<file path="src/rtl/regfile_seq.sv">
// regfile_seq: four-state command sequencer (IDLE/READ/EXEC/WB) that reads two
// operands from an external register file, runs a small ALU, and writes the
// result back. One command is in flight at a time, so no forwarding is needed.
module regfile_seq #(
    parameter int DATA_W = 16,
    parameter int ADDR_W = 5
) (
    input  logic              clk,
    input  logic              reset,
    input  logic              cmd_valid,
    output logic              cmd_ready,
    input  logic [2:0]        cmd_op,
    input  logic [ADDR_W-1:0] cmd_rd,
    input  logic [ADDR_W-1:0] cmd_rs1,
    input  logic [ADDR_W-1:0] cmd_rs2,
    input  logic [DATA_W-1:0] cmd_imm,
    output logic              rf_readA,
    output logic              rf_readB,
    output logic [ADDR_W-1:0] rf_rdAddrA,
    output logic [ADDR_W-1:0] rf_rdAddrB,
    input  logic [DATA_W-1:0] rf_rdDataA,
    input  logic [DATA_W-1:0] rf_rdDataB,
    output logic              rf_write,
    output logic [ADDR_W-1:0] rf_wrAddr,
    output logic [DATA_W-1:0] rf_wrData,
    output logic              done,
    output logic [DATA_W-1:0] result,
    output logic              flag_z,
    output logic              flag_c,
    output logic [15:0]       op_count
);

    localparam logic [2:0] OP_ADD  = 3'b000;
    localparam logic [2:0] OP_SUB  = 3'b001;
    localparam logic [2:0] OP_AND  = 3'b010;
    localparam logic [2:0] OP_OR   = 3'b011;
    localparam logic [2:0] OP_XOR  = 3'b100;
    localparam logic [2:0] OP_SHL  = 3'b101;
    localparam logic [2:0] OP_SHR  = 3'b110;
    localparam logic [2:0] OP_MOVI = 3'b111;

    typedef enum logic [1:0] {
        S_IDLE = 2'd0,
        S_READ = 2'd1,
        S_EXEC = 2'd2,
        S_WB   = 2'd3
    } state_t;

    state_t              state_q, state_d;
    logic [2:0]          op_q, op_d;
    logic [ADDR_W-1:0]   rd_q, rd_d;
    logic [ADDR_W-1:0]   rs1_q, rs1_d;
    logic [ADDR_W-1:0]   rs2_q, rs2_d;
    logic [DATA_W-1:0]   imm_q, imm_d;
    logic [DATA_W-1:0]   result_q, result_d;
    logic                flag_z_q, flag_z_d;
    logic                flag_c_q, flag_c_d;
    logic [15:0]         op_count_q, op_count_d;
    // Output flags are registered from the next-state decode so they line up
    // exactly with the state they describe.
    logic                ready_q, ready_d;
    logic                read_en_q, read_en_d;
    logic                write_q, write_d;
    logic                done_q, done_d;
    logic [DATA_W:0]     alu;

    // ALU: 17-bit result, bit DATA_W is carry (ADD) or borrow (SUB).
    always_comb begin
        alu = '0;
        case (op_q)
            OP_ADD:  alu = {1'b0, rf_rdDataA} + {1'b0, rf_rdDataB};
            OP_SUB:  alu = {1'b0, rf_rdDataA} - {1'b0, rf_rdDataB};
            OP_AND:  alu = {1'b0, rf_rdDataA & rf_rdDataB};
            OP_OR:   alu = {1'b0, rf_rdDataA | rf_rdDataB};
            OP_XOR:  alu = {1'b0, rf_rdDataA ^ rf_rdDataB};
            OP_SHL:  alu = {1'b0, rf_rdDataA << rf_rdDataB[3:0]};
            OP_SHR:  alu = {1'b0, rf_rdDataA >> rf_rdDataB[3:0]};
            OP_MOVI: alu = {1'b0, imm_q};
            default: alu = '0;
        endcase
    end

    // Next-state, command latching and result/flag/counter updates.
    always_comb begin
        state_d    = state_q;
        op_d       = op_q;
        rd_d       = rd_q;
        rs1_d      = rs1_q;
        rs2_d      = rs2_q;
        imm_d      = imm_q;
        result_d   = result_q;
        flag_z_d   = flag_z_q;
        flag_c_d   = flag_c_q;
        op_count_d = op_count_q;
        case (state_q)
            S_IDLE: begin
                if (cmd_valid) begin
                    op_d    = cmd_op;
                    rd_d    = cmd_rd;
                    rs1_d   = cmd_rs1;
                    rs2_d   = cmd_rs2;
                    imm_d   = cmd_imm;
                    state_d = S_READ;
                end
            end
            S_READ: state_d = S_EXEC;
            S_EXEC: begin
                // Results become visible in the WB cycle, alongside done.
                result_d   = alu[DATA_W-1:0];
                flag_c_d   = alu[DATA_W];
                flag_z_d   = (alu[DATA_W-1:0] == '0);
                op_count_d = op_count_q + 16'd1;
                state_d    = S_WB;
            end
            S_WB:    state_d = S_IDLE;
            default: state_d = S_IDLE;
        endcase
        ready_d   = (state_d == S_IDLE);
        read_en_d = (state_d == S_READ) && (op_d != OP_MOVI);
        // R0 is hard-wired: writes to it are suppressed.
        write_d   = (state_d == S_WB) && (rd_d != '0);
        done_d    = (state_d == S_WB);
    end

    // State registers; reset aborts any in-flight command.
    always_ff @(posedge clk) begin
        if (reset) begin
            state_q    <= S_IDLE;
            op_q       <= '0;
            rd_q       <= '0;
            rs1_q      <= '0;
            rs2_q      <= '0;
            imm_q      <= '0;
            result_q   <= '0;
            flag_z_q   <= 1'b0;
            flag_c_q   <= 1'b0;
            op_count_q <= '0;
            ready_q    <= 1'b1;
            read_en_q  <= 1'b0;
            write_q    <= 1'b0;
            done_q     <= 1'b0;
        end else begin
            state_q    <= state_d;
            op_q       <= op_d;
            rd_q       <= rd_d;
            rs1_q      <= rs1_d;
            rs2_q      <= rs2_d;
            imm_q      <= imm_d;
            result_q   <= result_d;
            flag_z_q   <= flag_z_d;
            flag_c_q   <= flag_c_d;
            op_count_q <= op_count_d;
            ready_q    <= ready_d;
            read_en_q  <= read_en_d;
            write_q    <= write_d;
            done_q     <= done_d;
        end
    end

    // Register-file strobes are masked while reset is held so nothing leaks
    // out during the reset cycle itself.
    assign cmd_ready  = ready_q && !reset;
    assign rf_readA   = read_en_q && !reset;
    assign rf_readB   = read_en_q && !reset;
    assign rf_write   = write_q && !reset;
    assign rf_rdAddrA = rs1_q;
    assign rf_rdAddrB = rs2_q;
    assign rf_wrAddr  = rd_q;
    assign rf_wrData  = result_q;
    assign done       = done_q;
    assign result     = result_q;
    assign flag_z     = flag_z_q;
    assign flag_c     = flag_c_q;
    assign op_count   = op_count_q;

endmodule

</file>
<file path="config.mk">
export PLATFORM = sky130hd
export DESIGN_NAME = regfile_seq
export DESIGN_NICKNAME = d
export VERILOG_FILES = /design/src/rtl/regfile_seq.sv
export SDC_FILE = /design/constraint.sdc
export NUM_CORES = 1
export LEC_CHECK = 0
export CAP_MARGIN = 30
export CORE_ASPECT_RATIO = 1.2
export CORE_MARGIN = 5
export CORE_UTILIZATION = 57
export CTS_CLUSTER_DIAMETER = 120
export DETAILED_ROUTE_END_ITERATION = 10
export PLACE_DENSITY = 0.88
export SYNTH_ARGS = -nofsm -noshare
export SYNTH_HDL_FRONTEND = slang
export SYNTH_SLANG_ARGS = --single-unit
</file>
<file path="constraint.sdc">
create_clock -name clk -period 10.3 [get_ports clk]
set_input_delay 1.03 -clock clk [delete_from_list [all_inputs] [get_ports clk]]
set_output_delay 1.03 -clock clk [all_outputs]
set_load 0.1 [all_outputs]
</file>
Word-level counts from Yosys, hierarchy flattened
Index checks and enable logic that the tools add are counted.
Widths: inputs -> output; s select.
{"block": "totals", "out_inout_bits": 70, "ff_bits": 74, "wordCells": 54, "ram_bits": 0, "romBits": 0, "mem_count": 0, "latch_bits": 0}
{"block": "op_classes", "n_mux": 7, "n_reduce_logical": 12, "order_cmp": 0, "bitwise": 3, "shifts": 2, "div": 0, "addsub": 3, "eq_ne": 13, "multipliers": 0}
{"cell": "$pmux 17 s8", "n": 1}
{"cell": "$add 16x16->17", "n": 1}
{"cell": "$sub 16x16->17", "n": 1}
{"cell": "$add 16x1->16 const B", "n": 1}
{"cell": "$and 16x16->16", "n": 1}
{"cell": "$logic_not 16->1", "n": 1}
{"cell": "$or 16x16->16", "n": 1}
{"cell": "$shl 16x4->16", "n": 1}
{"cell": "$shr 16x4->16", "n": 1}
{"cell": "$xor 16x16->16", "n": 1}
{"cell": "$eq 3x3->1 const B", "n": 4}
{"cell": "$mux 5", "n": 2}
{"cell": "$pmux 2 s4", "n": 1}
{"cell": "$eq 2x2->1 const B", "n": 3}
{"cell": "$eq 3x2->1 const B", "n": 2}
{"cell": "$mux 3", "n": 2}
{"cell": "$logic_and 1x1->1", "n": 5}
{"cell": "$reduce_bool 5->1", "n": 1}
{"cell": "$eq 2x1->1 const B", "n": 2}
{"cell": "$logic_not 2->1", "n": 2}
{"cell": "$eq 3x1->1 const B", "n": 1}
{"cell": "$logic_not 3->1", "n": 1}
{"cell": "$ne 3x3->1 const B", "n": 1}
{"cell": "$mux 2", "n": 1}
{"cell": "2 further kinds", "n": 2}

Logic depth before layout (Yosys ltp)
{"block": "depth", "word_depth": 4, "depth_mapped": 20}

Least setup slack after synthesis
OpenSTA, ideal clock, no wires.
{"block": "synth_path", "kind": "input -> register", "startpoint": "in rf_rdDataB[0]", "endpoint": "reg flag_c_q, in the netlist flag_c", "setup_time_ns": 0.092, "arrival_ns": 4.321, "cell_stages": 17, "t_required_ns": 10.208, "path_slack_ns": 5.886, "cell_sequence": "buf_4 clkinv_1 clkbuf_1 ha_1 and3_1 nand2_1 o31ai_1 xnor2_1 ha_1 clkbuf_1 a21o_1 o41ai_2 o21ai_1 a21o_1 a21oi_1 xnor2_1 o32ai_1"}
{"block": "synth_between", "elab_chain_cells": 2}
{"item": "start: declaration", "line": "22", "source": "input logic [DATA_W-1:0] rf_rdDataB,"}
{"item": "$sub 16x16->17 or $add 16x16->17 (tied branches)", "line": "72, 71"}
{"item": "$pmux 17 s8 *", "line": "70", "source": "case (op_q)"}
{"item": "end signal: assignment", "line": "151", "source": "flag_c_q <= flag_c_d;"}
{"item": "end: declaration", "line": "57", "source": "logic flag_c_q, flag_c_d;"}
Mark *: on every way between the ends. The rest lies on a longest branch, timed or not.
A chain may end at the register's enable or synchronous reset.

Worst setup path after layout
Ends and elaborated chain as after synthesis.

==> impl_metrics.env <==
export IMPL_setup_tns_final_ns=0
export IMPL_mostFrequentLayoutCell="nand2_1"
export IMPL_synth_edf_count=0
export IMPL_synth_sequential_area_ratio_pct=22.3
export IMPL_critical_path_required_ns=10.55
export IMPL_final_layout_size_suffix_gt1_share_pct=6.80
export IMPL_finalWorstPathRequiredPeriod_ns=5.36
export IMPL_die_width_microns=108
export IMPL_number_of_max_capacitance_violations_reported=0
export IMPL_core_area_sq_um=11500
export IMPL_grt_first_pass_wirelength_mm=35.5
export IMPL_timing_final_crit_share_pct=52.1
export IMPL_tightest_slew_ns=1.00
export IMPL_buffer_ports_inserted=138
export IMPL_cts_num_sinks=74
export IMPL_avgSynthCellArea_sq_um=7.56
export IMPL_unrepaired_setup_endpoints_after_global_routing="false"
export IMPL_yosys_area_top_type_share_pct=22.3
export IMPL_antenna_diode_count=0
export IMPL_clock_latency_at_the_later_pin_of_the_worst_skew_pair_ns=0.34
export IMPL_run_status="complete, no violations"
export IMPL_post_cts_resize_count=0
export IMPL_final_net_count=1090
export IMPL_place_detailed_hpwl_mm=17.5
export IMPL_place_gp_congestion=1.11
export IMPL_met2_wirelength_mm=10.8
export IMPL_timing_critical_path_to_type="register"
export IMPL_cts_tree="yes"
export IMPL_cts_buffer_depth=2
export IMPL_detailedRoute_firstPassIterationCount=7
export IMPL_antenna_violations_before_repair=1
export IMPL_yosys_warnings=0
export IMPL_cts_hold_buffers=0
export IMPL_timing_max_slew_rel_slack_pct=32.8
export IMPL_synth_top_cells_by_area="dfxtp_1 22%, ha_1 10%, nand2_1 7.8%"
export IMPL_power_density_nw_per_um2=220
export IMPL_track_usage_pct=32.8
export IMPL_static_leakage_power_nw=3.23
export IMPL_hold_class="register to register"
export IMPL_mappedNetlistNets=1001
export IMPL_mostFrequentLayoutCells="137 x nand2_1, 136 x clkdlybuf4s50_1, 79 x a21oi_1"
export IMPL_synth_async_sr_flop_share_pct=0
export IMPL_synth_ff_latch_count=74
export IMPL_drt_total_wl_mm=23.0
export IMPL_maxUsedRoutingLayer="met4"
export IMPL_root_buffer="clkbuf_16"
export IMPL_post_synth_inst_count=877
export IMPL_chip_height_microns=128
export IMPL_clk_pin_slew_worst_paths_ns=0.06
export IMPL_clock_tree_htree_level_count=3
export IMPL_cp_arrival_ns=5.61
export IMPL_routed_via_count=6954
export IMPL_grt_overflow_total=0
export IMPL_routedWlPerCell_microns=20.4
export IMPL_timing_max_transition_violations_final=0
export IMPL_netlist_cell_type_count=75
export IMPL_cp_max_fo=39
export IMPL_dieArea_sq_um=13900
export IMPL_routed_via_density=6.16
export IMPL_critPathLaunchType="input port"
export IMPL_met3RoutedLength_mm=1.90
export IMPL_fmax_ghz=0.186
export IMPL_finalHoldViolCount=0
export IMPL_floorplan_rows=43
export IMPL_wl_met1_mm=8.78
export IMPL_drc=0
export IMPL_area_growth_syn_to_layout_pct=24.0
export IMPL_postCtsSetupRepairBufs=0
export IMPL_grt_max_degree=72
export IMPL_finalHoldWorstSlack_ns=0.454
export IMPL_drt_iter0_drc=700
export IMPL_clock_skew_ns=0.00822
export IMPL_critical_path_class="input port to register"
export IMPL_post_synth_instance_area_sq_um=6630
export IMPL_postSynth_topFlopCell="dfxtp_1"
export IMPL_start_util_pct=57.9
export IMPL_setup_viol_count_final=0
export IMPL_synth_top_cell_by_area="dfxtp_1"
export IMPL_route_antenna_remaining_nets=0
export IMPL_boundaryPins=139
export IMPL_largest_voltage_drop_on_the_vdd_net_mv=0.168
export IMPL_cts_buffer_count=9
export IMPL_first_global_vias=6716
## routing by layer
layer	vias up	GRT usage [%]
met5	-	0
met4	0	20.3
met3	96	6.05
met2	340	54.4
met1	3240	38.8
li1	3278	-
## per-stage QoR
step           instance area, sq um  power (mW)  std cells  util (%)  worst slack [ns]
6_report                       8220        1.81       1128      71.8              4.94
5_1_grt                        8220        1.90       1128      71.8              4.64
4_1_cts                        8220        1.81       1128      71.8              5.03
3_5_place_dp                   7920        1.48       1112      69.1              4.68
3_3_place_gp                   7870        1.46       1110      68.7              4.72
2_1_floorplan                  6630        1.23        877         -              5.89
## cell usage after synthesis (all sizes together), types with 6 or more instances
master and instances:
dfxtp 74, and3 10, nor2 70, mux2i 29, inv 49, nand2b 8
nand3 19, nor3 17, clkbuf 31, nor4 8, a211oi 18, o21ai 47
nand2 137, and2 8, ha 54, a31oi 6, buf 42, mux2 17
xnor2 20, o22ai 10, a22oi 7, xor2 12, or3 8, nor2b 11
mux4 10, a21oi 79
## power by group
part / internal (mW) / switching [mW] / leakage [nW]
logic: 0.324 / 0.786 / 2.48
registers: 0.342 / 0.0402 / 0.604
clock network: 0.192 / 0.130 / 0.145
## worst max-delay path, stage by stage
cell,delay [ns]
clkdlybuf4s50_1,0.45
buf_4,0.38
clkinv_1,0.71
ha_1,0.56
a21oi_1,0.10
fa_1,0.47
a211oi_1,0.32
nor2_1,0.13
o221a_2,0.30
o41ai_2,0.29
o21ai_1,0.17
a21o_1,0.19
a21oi_1,0.16
xnor2_1,0.09
o32ai_1,0.24
## final cells by class
cell class,count,area (sq um)
Timing Repair Buffer,151,1500
Fill cell,911,3240
Clock buffer,9,225
Clock inverter,7,82.6
Inverter,50,188
Tap cell,157,196
Multi-Input combinational cell,680,4550
Sequential cell,74,1480
## worst paths after layout
kind / cells past startpoint / startpoint / slack (ns) / end
max reg2reg: 14 / op_q[2] / 6.30 / flag_c
min: 2 / rf_rdAddrA[4] / 0.45 / rf_rdAddrA[4]
min reg2reg: 2 / rf_rdAddrA[4] / 0.45 / rf_rdAddrA[4]
max: 15 / rf_rdDataB[0] / 4.94 / flag_c
## logic make-up (layout without fill, tap and decap cells)
family,count (synthesis),count (layout),share of synthesized area [%]
simple gates,319,319,22.2
compound gates,218,218,20.8
buf+inv,123,217,8.96
flops,74,74,22.3
mux,56,56,10.9
fa+ha+maj,55,55,10.5
xor+xnor,32,32,4.23
## flip-flops by register name, indices dropped and copies added, names as in the netlist, 2 cells and up
register    count
imm_q          16
op_count       16
op_q            3
result         16
rf_rdAddrA      5
rf_rdAddrB      5
rf_wrAddr       5
state_q         2
(Power assumes the default switching activity.)
